File: config.mk
export PLATFORM = sky130hd
export DESIGN_NAME = mul_div_unit
export DESIGN_NICKNAME = d
export VERILOG_FILES = /design/src/rtl/mul_div_unit.sv
export SDC_FILE = /design/constraint.sdc
export NUM_CORES = 1
export LEC_CHECK = 0
export CORE_UTILIZATION = 30
export DETAILED_ROUTE_END_ITERATION = 16
export PLACE_DENSITY = 0.48
export SYNTH_ARGS = -nofsm -noshare
export SYNTH_HDL_FRONTEND = slang
export SYNTH_SLANG_ARGS = --single-unit
export TNS_END_PERCENT = 1
File: constraint.sdc
create_clock -name clk -period 6.9 [get_ports clk]
set_input_delay 1.38 -clock clk [delete_from_list [all_inputs] [get_ports clk]]
set_output_delay 1.38 -clock clk [all_outputs]
set_load 0.1 [all_outputs]
File: src/rtl/mul_div_unit.sv
// mul_div_unit: iterative multiply/divide engine for the execute stage.
// Produces {HI,LO} for mult/multu (product) and div/divu (remainder/quotient).
// One result bit per cycle over DATA_W cycles. Sign fix-up follows in a
// separate cycle. An optional multiply-accumulate cycle comes after that.
//
// Ports:
//   clk, reset        clock, asynchronous active-high reset
//   start, op         request and operation (00 multu, 01 mult, 10 divu, 11 div)
//   acc_mode          00 none, 01 madd, 10 msub, 11 none
//   src_a, src_b      multiplicand/dividend, multiplier/divisor
//   hilo_in           current {HI,LO}, used only for accumulate
//   cancel            exception flush, returns to IDLE from any state
//   is_busbusy        downstream stall, holds the result in DONE
//   ready             idle, a request can be accepted
//   opreat_over       result valid
//   hi_out, lo_out    remainder/product-high, quotient/product-low
//   div_by_zero       divisor was zero (valid with opreat_over)
//
// Build option: define MUL_DIV_ACC_EN to enable madd/msub. This adds the ACC
// state and the 2*DATA_W adder.
module mul_div_unit #(
  parameter int unsigned DATA_W = 32
) (
  input  logic                clk,
  input  logic                reset,
  input  logic                start,
  input  logic [1:0]          op,
  input  logic [1:0]          acc_mode,
  input  logic [DATA_W-1:0]   src_a,
  input  logic [DATA_W-1:0]   src_b,
  input  logic [2*DATA_W-1:0] hilo_in,
  input  logic                cancel,
  input  logic                is_busbusy,
  output logic                ready,
  output logic                opreat_over,
  output logic [DATA_W-1:0]   hi_out,
  output logic [DATA_W-1:0]   lo_out,
  output logic                div_by_zero
);

  localparam int unsigned CNT_W = (DATA_W > 1) ? $clog2(DATA_W) : 1;
  localparam logic [CNT_W-1:0] CNT_LAST = CNT_W'(DATA_W - 1);

  typedef enum logic [2:0] {
    IDLE,
    CALC,
    FIX,
`ifdef MUL_DIV_ACC_EN
    ACC,
`endif
    DONE
  } state_e;

  state_e state_q, state_d;

  logic [CNT_W-1:0]  cnt_q, cnt_d;
  logic [1:0]        op_q, op_d;
  logic [DATA_W-1:0] opnd_q, opnd_d;       // |a| for multiply, |b| for divide
  logic [DATA_W-1:0] a_raw_q, a_raw_d;     // dividend before abs, for div-by-zero HI
  logic              b_zero_q, b_zero_d;
  logic              neg_res_q, neg_res_d; // negate product / quotient
  logic              neg_rem_q, neg_rem_d; // negate remainder
  logic [DATA_W-1:0] work_hi_q, work_hi_d; // partial product high / remainder
  logic [DATA_W-1:0] work_lo_q, work_lo_d; // multiplier / dividend->quotient
  logic [DATA_W-1:0] hi_out_q, hi_out_d;
  logic [DATA_W-1:0] lo_out_q, lo_out_d;
  logic              dbz_q, dbz_d;

  logic              accept;
  logic [DATA_W-1:0] a_abs, b_abs;
  logic [DATA_W:0]   mul_sum;
  logic [DATA_W:0]   div_shift, div_diff;
  logic              div_take;
  logic [2*DATA_W-1:0] prod, prod_fix;
  logic              acc_hit;

`ifdef MUL_DIV_ACC_EN
  logic [1:0]          acc_q, acc_d;
  logic [2*DATA_W-1:0] hilo_q, hilo_d;
  logic [2*DATA_W-1:0] acc_sum;
`else
  logic unused_acc_inputs;
  assign unused_acc_inputs = ^{acc_mode, hilo_in};
`endif

  assign accept = (state_q == IDLE) && start && !cancel;

  // ---------------- state register ----------------
  always_ff @(posedge clk or posedge reset) begin
    if (reset) state_q <= IDLE;
    else       state_q <= state_d;
  end

  // ---------------- next-state logic ----------------
  always_comb begin
    state_d = state_q;
    if (cancel) begin
      state_d = IDLE;
    end else begin
      case (state_q)
        IDLE: if (start) state_d = CALC;
        CALC: if (cnt_q == CNT_LAST) state_d = FIX;
        FIX:  state_d = acc_hit ?
`ifdef MUL_DIV_ACC_EN
                        ACC
`else
                        DONE
`endif
                        : DONE;
`ifdef MUL_DIV_ACC_EN
        ACC:  state_d = DONE;
`endif
        DONE: if (!is_busbusy) state_d = IDLE;
        default: state_d = IDLE;
      endcase
    end
  end

  // ---------------- state-decoded outputs ----------------
  always_comb begin
    ready       = (state_q == IDLE);
    opreat_over = (state_q == DONE);
  end

  // ---------------- datapath ----------------
  always_comb begin
    a_abs = (op[0] && src_a[DATA_W-1]) ? -src_a : src_a;
    b_abs = (op[0] && src_b[DATA_W-1]) ? -src_b : src_b;

    // Shift-add step: add the multiplicand when the current multiplier bit is
    // set, then shift {carry,hi,lo} right by one.
    mul_sum = work_lo_q[0] ? ({1'b0, work_hi_q} + {1'b0, opnd_q}) : {1'b0, work_hi_q};

    // Restoring divide step. The remainder is always below the divisor, so it
    // fits back into DATA_W bits.
    div_shift = {work_hi_q, work_lo_q[DATA_W-1]};
    div_diff  = div_shift - {1'b0, opnd_q};
    div_take  = (div_shift >= {1'b0, opnd_q});

    prod     = {work_hi_q, work_lo_q};
    prod_fix = neg_res_q ? -prod : prod;

`ifdef MUL_DIV_ACC_EN
    acc_hit = !op_q[1] && ((acc_q == 2'b01) || (acc_q == 2'b10));
    acc_sum = (acc_q == 2'b10) ? (hilo_q - {hi_out_q, lo_out_q})
                               : (hilo_q + {hi_out_q, lo_out_q});
`else
    acc_hit = 1'b0;
`endif
  end

  always_comb begin
    cnt_d     = cnt_q;
    op_d      = op_q;
    opnd_d    = opnd_q;
    a_raw_d   = a_raw_q;
    b_zero_d  = b_zero_q;
    neg_res_d = neg_res_q;
    neg_rem_d = neg_rem_q;
    work_hi_d = work_hi_q;
    work_lo_d = work_lo_q;
    hi_out_d  = hi_out_q;
    lo_out_d  = lo_out_q;
    dbz_d     = dbz_q;
`ifdef MUL_DIV_ACC_EN
    acc_d     = acc_q;
    hilo_d    = hilo_q;
`endif

    if (accept) begin
      cnt_d     = '0;
      op_d      = op;
      opnd_d    = op[1] ? b_abs : a_abs;
      a_raw_d   = src_a;
      b_zero_d  = (src_b == '0);
      neg_res_d = op[0] && (src_a[DATA_W-1] ^ src_b[DATA_W-1]);
      neg_rem_d = op[0] && src_a[DATA_W-1];
      work_hi_d = '0;
      work_lo_d = op[1] ? a_abs : b_abs;
`ifdef MUL_DIV_ACC_EN
      acc_d     = acc_mode;
      hilo_d    = hilo_in;
`endif
    end else if (!cancel) begin
      case (state_q)
        CALC: begin
          cnt_d = (cnt_q == CNT_LAST) ? '0 : cnt_q + 1'b1;
          if (op_q[1]) begin
            work_hi_d = div_take ? div_diff[DATA_W-1:0] : div_shift[DATA_W-1:0];
            work_lo_d = {work_lo_q[DATA_W-2:0], div_take};
          end else begin
            work_hi_d = mul_sum[DATA_W:1];
            work_lo_d = {mul_sum[0], work_lo_q[DATA_W-1:1]};
          end
        end
        FIX: begin
          if (!op_q[1]) begin
            hi_out_d = prod_fix[2*DATA_W-1:DATA_W];
            lo_out_d = prod_fix[DATA_W-1:0];
            dbz_d    = 1'b0;
          end else if (b_zero_q) begin
            hi_out_d = a_raw_q;
            lo_out_d = '1;
            dbz_d    = 1'b1;
          end else begin
            // most-negative / -1 needs no special case: |a| = 2^(W-1),
            // the signs cancel, and the quotient wraps to most-negative.
            hi_out_d = neg_rem_q ? -work_hi_q : work_hi_q;
            lo_out_d = neg_res_q ? -work_lo_q : work_lo_q;
            dbz_d    = 1'b0;
          end
        end
`ifdef MUL_DIV_ACC_EN
        ACC: begin
          hi_out_d = acc_sum[2*DATA_W-1:DATA_W];
          lo_out_d = acc_sum[DATA_W-1:0];
        end
`endif
        default: ;
      endcase
    end
  end

  always_ff @(posedge clk or posedge reset) begin
    if (reset) begin
      cnt_q     <= '0;
      op_q      <= '0;
      opnd_q    <= '0;
      a_raw_q   <= '0;
      b_zero_q  <= 1'b0;
      neg_res_q <= 1'b0;
      neg_rem_q <= 1'b0;
      work_hi_q <= '0;
      work_lo_q <= '0;
      hi_out_q  <= '0;
      lo_out_q  <= '0;
      dbz_q     <= 1'b0;
`ifdef MUL_DIV_ACC_EN
      acc_q     <= '0;
      hilo_q    <= '0;
`endif
    end else begin
      cnt_q     <= cnt_d;
      op_q      <= op_d;
      opnd_q    <= opnd_d;
      a_raw_q   <= a_raw_d;
      b_zero_q  <= b_zero_d;
      neg_res_q <= neg_res_d;
      neg_rem_q <= neg_rem_d;
      work_hi_q <= work_hi_d;
      work_lo_q <= work_lo_d;
      hi_out_q  <= hi_out_d;
      lo_out_q  <= lo_out_d;
      dbz_q     <= dbz_d;
`ifdef MUL_DIV_ACC_EN
      acc_q     <= acc_d;
      hilo_q    <= hilo_d;
`endif
    end
  end

  assign hi_out      = hi_out_q;
  assign lo_out      = lo_out_q;
  assign div_by_zero = dbz_q;

endmodule

# After elaboration in Yosys (flattened, before gate mapping)

Index checks and enable logic that the tools add are counted.
W data, S select, Z words.

Multiplexer cells: 32
Bitwise logic cells: 3
Equality and inequality tests: 8
$lt $le $gt $ge: 1
Add/subtract/negate cells: 8
Reductions and logical operators: 12

Operator list:

| cell                  | number |
|---|---|
| $mux W32              | 19 |
| $neg A32 Y32          | 4 |
| $mux W64              | 1 |
| $neg A64 Y64          | 1 |
| $add A32 B32 Y33      | 1 |
| $ge A33 B32 Y1        | 1 |
| $mux W33              | 1 |
| $logic_not A32 Y1     | 1 |
| $sub A32 B32 Y32      | 1 |
| $mux W5               | 4 |
| $mux W3               | 4 |
| $pmux W3 S4           | 1 |
| $ne A3 B3 Y1 const B  | 3 |
| $eq A3 B2 Y1 const B  | 2 |
| $reduce_and A3 Y1     | 2 |
| $add A5 B1 Y5 const B | 1 |
| $eq A5 B5 Y1 const B  | 1 |
| $logic_and A1 B1 Y1   | 5 |
| $eq A3 B1 Y1 const B  | 1 |
| $logic_not A3 Y1      | 1 |
| $mux W1               | 2 |
| $ne A2 B1 Y1 const B  | 1 |
| $not A1 Y1            | 2 |
| $reduce_and A2 Y1     | 1 |
| other kinds (3)       | 3 |

Bits of input ports: 137
Bits in registers: 206
Word-level logic and storage cells: 77
Output and inout port bits: 67

# Longest topological paths before layout

Depth in word-level cells: 6
Mapped depth: 14

# Least setup slack after synthesis

No wires, ideal clock.

Kind: input -> register
Start: input src_a[8]
End: register opnd_q[27]
Arrival time: 3713 ps
Required time: 6760 ps
Stages on the path: 8
Setup slack: 3047 ps
Cell sequence: or4_1 > or3_1 > buf_2 > or3_4 > or3_4 > o31ai_1 > xor2_1 > o221ai_1

Longest elaborated chain between the ends: 3

Ends and longest elaborated chain:

| item                   | line | text |
|---|---|---|
| start: declaration     | 29   | `input logic [DATA_W-1:0] src_a,` |
| $neg A32 Y32           | 127  | `a_abs = (op[0] && src_a[DATA_W-1]) ? -src_a : src_a;` |
| $mux W32               | 127  |  |
| $mux W32               | 173  | `opnd_d = op[1] ? b_abs : a_abs;` |
| end signal: assignment | 245  | `opnd_q <= opnd_d;` |
| end: declaration       | 58   | `logic [DATA_W-1:0] opnd_q, opnd_d;` |

Every way passes these cells.
A chain may end at the register's enable or synchronous reset.

# Final worst setup path

Start: register work_hi_q[23]
End: register work_hi_q[3]

Longest elaborated chain between the ends: 6

Ends and longest elaborated chain:

| item                     | line | text |
|---|---|---|
| start: declaration       | 63   | `logic [DATA_W-1:0] work_hi_q, work_hi_d;` |
| start signal: assignment | 250  | `work_hi_q <= work_hi_d;` |
| $ge A33 B32 Y1           | 138  | `div_take = (div_shift >= {1'b0, opnd_q});` |
| $mux W32                 | 189  | `work_hi_d = div_take ? div_diff[DATA_W-1:0] : div_shift[DATA_W-1:0];` |
| $mux W32                 | 188  | `if (op_q[1]) begin` |
| $mux W32                 | 185  | `case (state_q)` |
| $mux W32                 | 184  | `end else if (!cancel) begin` |
| $mux W32                 | 170  | `if (accept) begin` |

Every way passes these cells. The select of a mux whose other input is x is not followed.

==> out/results.txt <==
First-pass GRT wire length: 108000 um
Vias: 17663
Gr usage total: 23.7%
Critical path class: reg2reg
Worst Hold Class: reg2reg
Post-synthesis compound-gate area fraction: 26.4%
Finished Cell Area: 20100 um2
Simple-gate share of the synthesized area: 20.6%
Mux contribution to synthesized area: 3.84%
Wire length per cell: 23.3 um
CTS H-tree lvls: 1
Worst R2R Path Depth: 9
Crit path DAT: 5.24 ns
Seq/Total Area, Yosys: 29.3%
IO Pins: 204
Core ar.: 56800 um2
DIE AREA: 59000 um2
Syn Area/Cell: 7.71 um2
WHS Path Cells: 2
# setup viols final: 0
Die Y: 243 um
Synth Area in XOR/XNOR: 9.06%
Worst path slowest cell: nand2_1
Mapped Nets: 2470
CP Capture Type: flip-flop
Main combinational cell family by area after synthesis: compound AO/OA/AOI/OAI gates
Vias in the first global route: 16971
CTS tree: built
Power Total: 11.5 mW
CTS resizes: 0
Total of max-cap violations: 0
Max clock buf depth: 3
Crit path max fanout: 23
Status: complete, no violations
Slew HR: 20.8%
Clock Skews: 0.0262 ns
Remaining Overflow, GRT: 0
RSZ-0062 raised after global routing: false
Layout cell share with drive strength beyond 1: 4.91%
Dpl hpwl: 53500 um
Worst-Skew Late Latency: 0.56 ns
Multi-input gate area: 11400 um2
Hold worst-path end: a_raw_q[2]
Crit-path max cell delay: 0.91 ns
Fill count: 6086
Hold Vio Cnt, Final: 0
Asr flop ratio synth: 100%
Final core utilization: 35.5%
Area grow syn2layout: 15.8%
# rows: 87
Cts hold-fix bufs: 0
F_max: 0.209 GHz
Largest net degree at the start of global routing: 143
CTS Root Cell: clkbuf_16
Gpl congestion: 0.957
Initial cell density of the core: 30.6%
Synth warn: 0
Worst reg2reg setup slack: 2.11 ns
Initial DRC Count: 1572
Post-CTS Setup Inserts: 0
Register bit total from synthesis: 204
Setup total negative slack: 0 ns
Post-synthesis cell count: 2257
Placement Cell Area: 19300 um2
TritonCTS Buffers: 26
Tightest Pin Transition: 1.19 ns
Clk slew on worst S/H paths: 0.05 ns
CP startpoint kind: flip-flop
Initial antenna violation count: 0
Top_reg_cell synth: dfrtp_1
Most common cell on crit path: nand2_1
Worst path cell trace: ha_1 -> a21oi_1 -> and2_1 -> a21boi_0 -> nand2_1 -> or3_1 -> nand2_1 -> o211ai_1 -> a32o_1
Sink Count: 204
Minimum clock period: 4.79 ns
Detailed Routing Iterations Pass 1: 7
Hold path start: a_raw_q[2]
Remaining antenna violation count: 0
Nets@finish: 2495
Sequential cell area: 5110 um2
CP required: 7.35 ns
Post-synth EDFFs: 0
Reg-to-Reg End: work_hi_q[3]
P per Cell Area: 569 nW/um2
Pleak: 8.25 nW
Maximum vdd ir drop: 398 uV
WL final: 71300 um
Slew Viols, Final: 0
Final period util: 69.5%
Reg2reg start: work_hi_q[23]
DRC Markers: 0
Die Span X: 243 um
Post-Syn Area: 17400 um2
Vias per std cell: 5.78
Yosys cell types: 81
Post-synthesis adder-cell area fraction: 5.55%
Number of buffers inserted by port buffering: 137
## sequential cells by signal, indices dropped and copies added, names as in the netlist
signal	count
a_raw_q	32
b_zero_q	1
cnt_q	5
div_by_zero	1
hi_out	32
lo_out	32
neg_rem_q	1
neg_res_q	1
op_q	1
opnd_q	32
state_q	2
work_hi_q	32
work_lo_q	32
## cell usage in the layout, fill, tap and decap left out, types with 60 or more instances in the layout
master           synthesis  final
ha_1                    74     74
nor2_1                 189    187
o21ai_0                208    208
mux2i_1                 60     60
xnor2_1                 87     87
o211ai_1                63     63
xor2_1                  93     93
a21oi_1                183    181
clkdlybuf4s50_1          0    136
inv_1                   66     65
nand2_1                311    311
dfrtp_1                204    202
## metal layers
layer	part of all wire (%)	wire length [um]	vias to the layer above	GRT usage (%)
met5	0	0	-	0
met4	3.0	2140	0	7.14
met3	5.9	4180	103	2.34
met2	46	32900	627	38.8
met1	45	32100	8685	32.7
li1	-	-	8248	-
## cell usage after synthesis (all sizes together) (10+ instances only)
master / count / area share [%]
o221ai: 18 / 0.91
a211o: 10 / 0.50
clkbuf: 141 / 3.0
or2: 12 / 0.43
o31ai: 44 / 2.0
nor2: 189 / 4.1
or4: 19 / 0.86
nand4: 21 / 0.75
inv: 66 / 1.4
or3: 35 / 1.3
nand2b: 19 / 0.68
nor2b: 11 / 0.40
a21o: 19 / 0.82
a211oi: 19 / 0.82
mux2i: 60 / 3.5
nand2: 311 / 6.7
a32o: 13 / 0.75
a21oi: 184 / 5.3
o21ai: 214 / 6.2
o211a: 11 / 0.63
and3: 19 / 0.68
nor3: 57 / 1.6
o211ai: 63 / 2.7
o41ai: 19 / 1.0
ha: 74 / 5.3
dfrtp: 204 / 29
nand3: 31 / 0.89
xor2: 93 / 4.7
xnor2: 87 / 4.4
nor4: 20 / 0.75
buf: 27 / 0.68
a31oi: 22 / 0.79
## metrics by stage
| step | setup slack [ns] | hold WS (ns) | instances |
|---|---|---|---|
| 5_1_grt | 1.85 | 0.504 | 3056 |
| 4_1_cts | 2.22 | 0.479 | 3056 |
| 3_5_place_dp | 2.21 | 0.464 | 3010 |
| 3_3_place_gp | 2.25 | 0.464 | 3010 |
| 6_report | 2.11 | 0.476 | 3057 |
| 2_1_floorplan | 2.88 | 0.440 | 2257 |
## worst max path at each step
stage | slack [ns] | to | start | depth (start not counted)
floorplan | 2.88 | a_raw_q[0] | reset | 1
CTS | 2.22 | work_hi_q[31] | work_hi_q[23] | 9
detailed placement | 2.21 | opnd_q[25] | src_a[8] | 9
global route | 1.85 | work_hi_q[25] | work_hi_q[17] | 9
finish | 2.11 | work_hi_q[3] | work_hi_q[23] | 9
global placement | 2.25 | opnd_q[25] | src_a[8] | 9
## cell type report
| type | count | share of cell area (%) |
|---|---|---|
| antenna | 1 | 0.0124 |
| clock buffer | 39 | 3.78 |
| clock inverter | 7 | 0.174 |
| inverter | 71 | 1.34 |
| multi-input combinational | 1814 | 56.7 |
| sequential | 204 | 25.4 |
| tap | 756 | 4.70 |
| timing repair buffer | 165 | 7.90 |
## worst max-delay path: cells and delay by family (launching register included)
kind | cells | cell delay, ns
and+or+nand+nor | 4 | 2.12
AOI/OAI and AO/OA | 4 | 1.29
DFF | 1 | 0.79
adders and majority gates | 1 | 0.49
## logic make-up after synthesis
| group | after synthesis |
|---|---|
| AOI/OAI and AO/OA | 718 |
| xor gates and xnor gates | 180 |
| adders and majority gates | 76 |
| buffers and inverters | 239 |
| DFF | 204 |
| muxes | 66 |
| and+or+nand+nor | 774 |
## report_power, final
part	switching [mW]	internal, mW	leakage [nW]	total (mW)
sequential	0.833	1.72	2.56	2.56
combinational	5.13	2.47	5.29	7.59
clock	0.556	0.754	0.398	1.31
(Power assumes the default switching activity.)
